## config.mk

```make
export PLATFORM = sky130hd
export DESIGN_NAME = fetch_unit_flat
export DESIGN_NICKNAME = d
export VERILOG_FILES = /design/src/rtl/fetch_unit_pkg.sv /design/src/rtl/fetch_unit_if.sv /design/src/rtl/fetch_unit_fifo.sv /design/src/rtl/fetch_unit.sv /design/src/flat_wrapper.sv
export SDC_FILE = /design/constraint.sdc
export NUM_CORES = 1
export LEC_CHECK = 0
export BUFFER_PORTS_ARGS = -buffer_cell sky130_fd_sc_hd__buf_2
export CORE_UTILIZATION = 58
export CTS_CLUSTER_DIAMETER = 60
export DETAILED_ROUTE_END_ITERATION = 8
export GPL_TIMING_DRIVEN = 0
export PLACE_DENSITY = 0.82
export SYNTH_ARGS = -nofsm -noshare
export SYNTH_HDL_FRONTEND = slang
export SYNTH_SLANG_ARGS = --single-unit
```

## constraint.sdc

```tcl
create_clock -name clk -period 11.9 [get_ports clk]
set_clock_uncertainty 0.1 [all_clocks]
set_input_delay 0.595 -clock clk [delete_from_list [all_inputs] [get_ports clk]]
set_output_delay 0.595 -clock clk [all_outputs]
set_load 0.01 [all_outputs]
```

## src/rtl/fetch_unit_pkg.sv

```systemverilog
// rtl/fetch_unit_pkg.sv - shared types and constants for the instruction-fetch stage
// Purpose: IF/ID payload type, buffered fetch entry type and the canonical NOP.
package fetch_unit_pkg;

  localparam logic [31:0] NOP_INSTR = 32'h0000_0013;

  typedef struct packed {
    logic [31:0] pc;
    logic [31:0] pcplus4;
  } if_id_t;

  typedef struct packed {
    logic [31:0] pc;
    logic [31:0] instr;
  } fetch_entry_t;

endpackage

```

## src/rtl/fetch_unit_if.sv

```systemverilog
// rtl/fetch_unit_if.sv - instruction-memory request/response bus
// Purpose: groups the imem request channel (valid/ready/addr) and the
// in-order response channel (valid/data).
// master: fetch stage side; slave: instruction memory side.
interface fetch_unit_if;
  logic        req_valid;
  logic        req_ready;
  logic [31:0] req_addr;
  logic        rsp_valid;
  logic [31:0] rsp_data;

  modport master (
    output req_valid, req_addr,
    input  req_ready, rsp_valid, rsp_data
  );

  modport slave (
    input  req_valid, req_addr,
    output req_ready, rsp_valid, rsp_data
  );
endinterface

```

## src/rtl/fetch_unit_fifo.sv

```systemverilog
// rtl/fetch_unit_fifo.sv - small synchronous FIFO with clear, count, full/empty
// Purpose: buffers fetched entries; also used as the in-flight PC queue.
// Ports: clk, rst (async, active-high), clear (sync flush), push/push_data,
//        pop/head (first-word fall-through), count, full, empty.
module fetch_unit_fifo
  import fetch_unit_pkg::*;
#(
  parameter int  DEPTH = 2,
  parameter type T     = fetch_entry_t,
  localparam int CNT_W = $clog2(DEPTH + 1)
) (
  input  logic             clk,
  input  logic             rst,
  input  logic             clear,
  input  logic             push,
  input  T                 push_data,
  input  logic             pop,
  output T                 head,
  output logic [CNT_W-1:0] count,
  output logic             full,
  output logic             empty
);
  localparam int PTR_W = (DEPTH > 1) ? $clog2(DEPTH) : 1;

  T                 mem_q [DEPTH];
  T                 mem_d [DEPTH];
  logic [PTR_W-1:0] rd_ptr_q, rd_ptr_d;
  logic [PTR_W-1:0] wr_ptr_q, wr_ptr_d;
  logic [CNT_W-1:0] count_q, count_d;
  logic             do_push, do_pop;

  function automatic logic [PTR_W-1:0] ptr_inc(input logic [PTR_W-1:0] p);
    return (p == PTR_W'(DEPTH - 1)) ? '0 : p + 1'b1;
  endfunction

  assign empty   = (count_q == '0);
  assign full    = (count_q == CNT_W'(DEPTH));
  assign do_pop  = pop && !empty;
  // A push into a full FIFO is accepted only when the head leaves in the same cycle.
  assign do_push = push && (!full || do_pop);
  assign head    = mem_q[rd_ptr_q];
  assign count   = count_q;

  always_comb begin
    mem_d    = mem_q;
    rd_ptr_d = rd_ptr_q;
    wr_ptr_d = wr_ptr_q;
    count_d  = count_q;
    if (clear) begin
      rd_ptr_d = '0;
      wr_ptr_d = '0;
      count_d  = '0;
    end else begin
      if (do_push) begin
        mem_d[wr_ptr_q] = push_data;
        wr_ptr_d        = ptr_inc(wr_ptr_q);
      end
      if (do_pop) begin
        rd_ptr_d = ptr_inc(rd_ptr_q);
      end
      case ({do_push, do_pop})
        2'b10:   count_d = count_q + 1'b1;
        2'b01:   count_d = count_q - 1'b1;
        default: count_d = count_q;
      endcase
    end
  end

  always_ff @(posedge clk or posedge rst) begin
    if (rst) begin
      for (int i = 0; i < DEPTH; i++) begin
        mem_q[i] <= '0;
      end
      rd_ptr_q <= '0;
      wr_ptr_q <= '0;
      count_q  <= '0;
    end else begin
      mem_q    <= mem_d;
      rd_ptr_q <= rd_ptr_d;
      wr_ptr_q <= wr_ptr_d;
      count_q  <= count_d;
    end
  end
endmodule

```

## src/rtl/fetch_unit.sv

```systemverilog
// rtl/fetch_unit.sv - instruction-fetch stage feeding the IF/ID register
// Purpose: owns the PC, issues credit-limited word fetches, buffers in-order
// responses and loads IF/ID, honouring redirect, flush and stall.
// Ports: clk, reset (async, active-high); imem (master side of the imem bus);
//        stall_d/flush_d from hazard unit; pcsrc_e/pctarget_e redirect from EX;
//        valid_d/instr_d/if_id_d form the IF/ID register.
module fetch_unit
  import fetch_unit_pkg::*;
#(
  parameter logic [31:0] RESET_PC = 32'h0000_0000,
  parameter int          DEPTH    = 2
) (
  input  logic                clk,
  input  logic                reset,
  fetch_unit_if.master        imem,
  input  logic                stall_d,
  input  logic                flush_d,
  input  logic                pcsrc_e,
  input  logic [31:0]         pctarget_e,
  output logic                valid_d,
  output logic [31:0]         instr_d,
  output if_id_t              if_id_d
);
  localparam int CNT_W  = $clog2(DEPTH + 1);
  localparam int DROP_W = 8;

  logic [31:0]       pc_q, pc_d;
  logic [DROP_W-1:0] drop_q, drop_d;
  logic              ifid_valid_q, ifid_valid_d;
  logic [31:0]       ifid_instr_q, ifid_instr_d;
  if_id_t            ifid_q, ifid_d;

  logic [31:0]       pcq_head;
  logic [CNT_W-1:0]  pcq_count, dq_count;
  logic              pcq_full, pcq_empty, dq_full, dq_empty;
  fetch_entry_t      dq_head;

  logic credit_ok, req_fire, rsp_drop, rsp_take, load_ok, bypass, dq_push, dq_pop;

  // The PC queue occupancy is the number of requests still awaiting a response.
  assign credit_ok      = (int'(pcq_count) + int'(dq_count)) < DEPTH;
  assign imem.req_valid = !reset && !pcsrc_e && credit_ok && !pcq_full && !dq_full;
  assign imem.req_addr  = pc_q;
  assign req_fire       = imem.req_valid && imem.req_ready;

  // Responses belonging to requests issued before a redirect are discarded first.
  assign rsp_drop = imem.rsp_valid && (drop_q != '0);
  assign rsp_take = imem.rsp_valid && (drop_q == '0) && !pcq_empty;

  assign load_ok  = !pcsrc_e && !flush_d && !stall_d;
  assign bypass   = load_ok && dq_empty && rsp_take;
  assign dq_pop   = load_ok && !dq_empty;
  assign dq_push  = rsp_take && !pcsrc_e && !bypass;

  fetch_unit_fifo #(.DEPTH(DEPTH), .T(logic [31:0])) u_pc_queue (
    .clk       (clk),
    .rst       (reset),
    .clear     (pcsrc_e),
    .push      (req_fire),
    .push_data (pc_q),
    .pop       (rsp_take),
    .head      (pcq_head),
    .count     (pcq_count),
    .full      (pcq_full),
    .empty     (pcq_empty)
  );

  fetch_unit_fifo #(.DEPTH(DEPTH), .T(fetch_entry_t)) u_data_fifo (
    .clk       (clk),
    .rst       (reset),
    .clear     (pcsrc_e),
    .push      (dq_push),
    .push_data ('{pc: pcq_head, instr: imem.rsp_data}),
    .pop       (dq_pop),
    .head      (dq_head),
    .count     (dq_count),
    .full      (dq_full),
    .empty     (dq_empty)
  );

  always_comb begin
    pc_d         = pc_q;
    drop_d       = drop_q;
    ifid_valid_d = ifid_valid_q;
    ifid_instr_d = ifid_instr_q;
    ifid_d       = ifid_q;
    if (pcsrc_e) begin
      pc_d         = pctarget_e;
      // Everything still in flight becomes stale, including any response this cycle.
      drop_d       = drop_q + DROP_W'(pcq_count) - DROP_W'(rsp_drop || rsp_take);
      ifid_valid_d = 1'b0;
      ifid_instr_d = NOP_INSTR;
      ifid_d       = '0;
    end else begin
      if (req_fire) begin
        pc_d = pc_q + 32'd4;
      end
      if (rsp_drop) begin
        drop_d = drop_q - 1'b1;
      end
      if (flush_d) begin
        ifid_valid_d = 1'b0;
        ifid_instr_d = NOP_INSTR;
        ifid_d       = '0;
      end else if (!stall_d) begin
        if (!dq_empty) begin
          ifid_valid_d = 1'b1;
          ifid_instr_d = dq_head.instr;
          ifid_d       = '{pc: dq_head.pc, pcplus4: dq_head.pc + 32'd4};
        end else if (rsp_take) begin
          ifid_valid_d = 1'b1;
          ifid_instr_d = imem.rsp_data;
          ifid_d       = '{pc: pcq_head, pcplus4: pcq_head + 32'd4};
        end else begin
          ifid_valid_d = 1'b0;
          ifid_instr_d = NOP_INSTR;
          ifid_d       = '0;
        end
      end
    end
  end

  always_ff @(posedge clk or posedge reset) begin
    if (reset) begin
      pc_q         <= RESET_PC;
      drop_q       <= '0;
      ifid_valid_q <= 1'b0;
      ifid_instr_q <= NOP_INSTR;
      ifid_q       <= '0;
    end else begin
      pc_q         <= pc_d;
      drop_q       <= drop_d;
      ifid_valid_q <= ifid_valid_d;
      ifid_instr_q <= ifid_instr_d;
      ifid_q       <= ifid_d;
    end
  end

  assign valid_d = ifid_valid_q;
  assign instr_d = ifid_instr_q;
  assign if_id_d = ifid_q;
endmodule

```

## src/flat_wrapper.sv

```systemverilog
// flat-port wrapper written by rule: the top's interface ports become plain ports
module fetch_unit_flat import fetch_unit_pkg::*;
#(
  parameter logic [31:0] RESET_PC = 32'h0000_0000,
  parameter int          DEPTH    = 2
)
  (clk, reset, stall_d, flush_d, pcsrc_e, pctarget_e, valid_d, instr_d, if_id_d, imem_req_valid, imem_req_addr, imem_req_ready, imem_rsp_valid, imem_rsp_data);
  fetch_unit_if imem_i ();
  input  logic clk;
  input  logic reset;
  input  logic stall_d;
  input  logic flush_d;
  input  logic pcsrc_e;
  input  logic [31:0] pctarget_e;
  output logic valid_d;
  output logic [31:0] instr_d;
  output if_id_t if_id_d;
  output wire logic [$bits(imem_i.req_valid)-1:0] imem_req_valid;
  output wire logic [$bits(imem_i.req_addr)-1:0] imem_req_addr;
  input wire logic [$bits(imem_i.req_ready)-1:0] imem_req_ready;
  input wire logic [$bits(imem_i.rsp_valid)-1:0] imem_rsp_valid;
  input wire logic [$bits(imem_i.rsp_data)-1:0] imem_rsp_data;
  assign imem_req_valid = imem_i.req_valid;
  assign imem_req_addr = imem_i.req_addr;
  assign imem_i.req_ready = imem_req_ready;
  assign imem_i.rsp_valid = imem_rsp_valid;
  assign imem_i.rsp_data = imem_rsp_data;
  fetch_unit #(.RESET_PC(RESET_PC), .DEPTH(DEPTH)) u_core (.clk(clk), .reset(reset), .imem(imem_i), .stall_d(stall_d), .flush_d(flush_d), .pcsrc_e(pcsrc_e), .pctarget_e(pctarget_e), .valid_d(valid_d), .instr_d(instr_d), .if_id_d(if_id_d));
endmodule
```

==> impl_metrics.ini <==
[worst_setup_path]
crit_family = buffers and inverters
slowest_delay_ps = 580
arrival_ps = 4830
crit_buf_inv = 6
path_cells = buf_2 -> buf_2 -> buf_2 -> buf_2 -> buf_2 -> mux2_2 -> ha_1 -> o211ai_1 -> clkbuf_1 -> o21ai_0 -> a31oi_1 -> o21ai_0
worstPathRequired_ps = 12180
cp-end-kind = flip-flop
worstPathMaxFanout = 10
crit_path_frequent_cell = buf_2
start_kind = flip-flop
cp_slowest_cell = clkbuf_1
crit_type = reg2reg

[timing]
slew_violations = 0
finalSetupViolations = 0
fin_crit_sh_pct = 38.23
fin_setup_tns_ps = 0
fin_crit_ps = 4550
tightest_slew_ps = 868.2
holdWs_ps = 94.39
hold_viol_final = 0
timing.fmax_mhz = 219.8
rsz0062_at_grt = no
slew_headroom_pct = 40.47

[routing]
first_pass_iters = 6
drc_errors = 0
wl_um = 47870
drt_iter0_drc = 1322
wl_per_cell_um = 21.72
viasPerCell = 6.310
ant_nets = 0
vias = 13907

[synthesis]
seq_area_frac_synth_pct = 50.38
synth_fa_ha_area_share_pct = 1.819
syn_area_um2 = 16650
synth_compound_area_share_pct = 13.53
synthSimpleGateAreaFrac_pct = 13.03
synthMuxAreaShare_pct = 14.66
avgSynthCellArea_um2 = 10.68
async_flop_share_pct = 100.0
synth-warning-count = 0
synth_top_family_by_area = multiplexers
synth_nets = 1653
ys_ff_latch = 335
synth-xor-area-share_pct = 3.104
netlist-cell-type-count = 77
syn_inst = 1559
synth_edf_count = 0
synth_ff_type = dfrtp_1

[power]
cellLeakagePower_nw = 8.937
power_frac_seq_pct = 44.2
p_int_mw = 2.096
switchingPower_uw = 845.5
power.density_nw_per_um2 = 151.7
vdd_drop_max_mv = 0.1051
swShare_pct = 28.75
p_clk_share_pct = 38.4
comb_power_share_pct = 17.3

[finish]
diodes = 0
syn_to_final_growth_pct = 16.44
num-nets-final = 1894
drive_above_1_share_pct = 23.49

[die]
coreArea_um2 = 28010
io_pins = 201
placementRows = 61
chipWidth_um = 171.4
start_util_pct = 59.44
die_area_um2 = 29390
chipHeight_um = 171.4

[cts]
ctsHoldBuffers = 0
root_buffer = clkbuf_16
clkSinkCount = 335
max-clock-path-buffers = 3
cts_buffers = 37
cts_tree = built
cts_resized = 0
clk_latency_ps = 530
clk_pin_slew_ps = 60
cts_setup_buffers = 0
htree_levels = 2

[global_routing]
grt_use_total_pct = 32.92
antenna_found_initial = 0
grt_max_degree = 139
grt_pass1_vias = 13851
grt_pass1_wl_um = 74600
grt.overflow.total = 0

[run_status]
outcome = complete, no violations

[min_path]
hold_path.class = in2async

[job]
cap_violations = 0

[placement]
place_congestion = 0.9835
dp.final_hpwl_um = 34090
portBuffers = 200
cell usage in the layout (no fill, tap or decap), types with 8 or more instances in the layout:
master / netlist / routed
buf_2: 22 / 222
clkbuf_1: 66 / 73
dfrtp_1: 332 / 332
nor2_1: 79 / 79
a221o_1: 38 / 38
o211ai_1: 10 / 10
xor2_1: 34 / 34
clkbuf_16: 0 / 39
mux2i_1: 93 / 93
nand3_1: 27 / 27
ha_1: 21 / 21
and3_1: 13 / 13
or3_1: 11 / 11
o221ai_1: 11 / 11
clkinv_2: 0 / 8
xnor2_1: 25 / 25
mux2_1: 16 / 16
nor3_1: 19 / 19
nand3b_1: 9 / 9
nand4_1: 17 / 17
nor4_1: 14 / 14
nand2_1: 202 / 202
o21ai_0: 146 / 146
a32o_1: 17 / 17
mux2_2: 118 / 118
clkbuf_8: 0 / 8
nand2b_1: 9 / 9
inv_1: 31 / 30
a21oi_1: 40 / 40
power groups by stage:
| stage | registers [mW] | clock network (mW) | logic [mW] |
|---|---|---|---|
| after detailed placement | 1.32 | 0 | 0.497 |
| after CTS | 1.30 | 1.14 | 0.502 |
| after global routing | 1.31 | 1.18 | 0.565 |
| after global placement | 1.31 | 0 | 0.476 |
| after floorplan | 1.30 | 0 | 0.356 |
| final | 1.30 | 1.13 | 0.509 |
state kept, by name, indices dropped and copies added, names as in the netlist, 2 cells and up:
register,flops
u_core.u_pc_queue.count,2
u_core.u_data_fifo.count,2
u_core.if_id_d,62
u_core.drop_q,8
u_core.imem.req_addr,32
u_core.instr_d,32
u_core.u_pc_queue.mem_q,64
u_core.u_data_fifo.mem_q,128
layout make-up:
class	instances	area [um^2]
fill	2112	8626
multi-input combinational	1090	7681
timing repair buffer	202	1056
sequential	335	8387
tap	378	473.0
clock inverter	11	87.58
clock buffer	54	1112
buffer	103	464.2
inverter	31	123.9
routing by layer:
layer	global-route usage, %	vias to the layer above	wire (um)
li1	-	6127	-
met1	42.28	6875	18940
met2	53.88	754	22210
met3	6.627	151	4491
met4	14.79	0	2237
met5	0	-	0
logic make-up after synthesis:
group	after synthesis
AO/OA/AOI/OAI	333
multiplexers	227
AND/OR/NAND/NOR	448
flip-flops	335
adder cells (fa/ha/maj)	23
buffers and inverters	134
XOR/XNOR	59
final timing paths:
| check | from | to | slack (ps) | depth (start not counted) |
|---|---|---|---|---|
| max reg2reg | u_core.u_data_fifo.rd_ptr_q | u_core.if_id_d[8] | 7350 | 12 |
| min reg2reg | u_core.if_id_d[61] | u_core.if_id_d[61] | 380 | 2 |
| min | reset | u_core.u_pc_queue.count[0] | 90 | 2 |
| min in group clk | pctarget_e[20] | u_core.imem.req_addr[20] | 190 | 3 |
| max | u_core.u_data_fifo.rd_ptr_q | u_core.if_id_d[8] | 7350 | 12 |
| max in group asynchronous | reset | u_core.u_data_fifo.mem_q[17] | 10050 | 4 |
per-stage QoR:
stage	total power, mW	utilization (%)	std cells	cell area, um^2	setup WS (ps)
global route	3.059	69.21	2204	19380	7347
floorplan	1.657	-	1559	16650	1928
detailed placement	1.815	64.92	2139	18180	7531
global placement	1.788	64.70	2137	18120	-1402
finish	2.941	69.21	2204	19380	7350
CTS	2.939	69.21	2204	19380	7509
cell usage after synthesis, types with 5 or more instances:
cell type | count | area, um^2
a31oi_1 | 7 | 43.79
a21oi_1 | 40 | 200.2
a32oi_1 | 7 | 61.31
nor3b_1 | 5 | 37.54
and4_1 | 5 | 43.79
nand2b_1 | 9 | 56.30
o21ai_0 | 146 | 730.7
inv_1 | 31 | 116.4
a211oi_1 | 7 | 52.55
mux2_2 | 118 | 1329
mux2_1 | 16 | 180.2
clkbuf_1 | 66 | 247.7
a32o_1 | 17 | 170.2
o211ai_1 | 10 | 75.07
xor2_1 | 34 | 297.8
buf_4 | 5 | 37.54
nor2_1 | 79 | 296.5
nor2b_1 | 5 | 31.28
nand4_1 | 17 | 106.4
and3_1 | 13 | 81.33
buf_2 | 22 | 110.1
and2_1 | 5 | 31.28
nand3_1 | 27 | 135.1
o221ai_1 | 11 | 96.34
buf_1 | 7 | 26.28
nand3b_1 | 9 | 67.56
nor4_1 | 14 | 87.58
mux2i_1 | 93 | 930.9
a22o_1 | 7 | 61.31
dfrtp_1 | 332 | 8308
o21ai_1 | 5 | 25.02
xnor2_1 | 25 | 219.0
nor3_1 | 19 | 95.09
ha_1 | 21 | 262.8
nand2_1 | 202 | 758.2
nand4b_1 | 7 | 61.31
or3_1 | 11 | 68.82
a221o_1 | 38 | 380.4
worst reg2reg max path, stage by stage, from the launching register on:
cell and delay (ps):
dfrtp_1 320, buf_2 210, buf_2 340, buf_2 390, buf_2 370, buf_2 450
mux2_2 410, ha_1 240, o211ai_1 360, clkbuf_1 580, o21ai_0 220, a31oi_1 300
o21ai_0 120
Power figures use the tool's default switching activity.
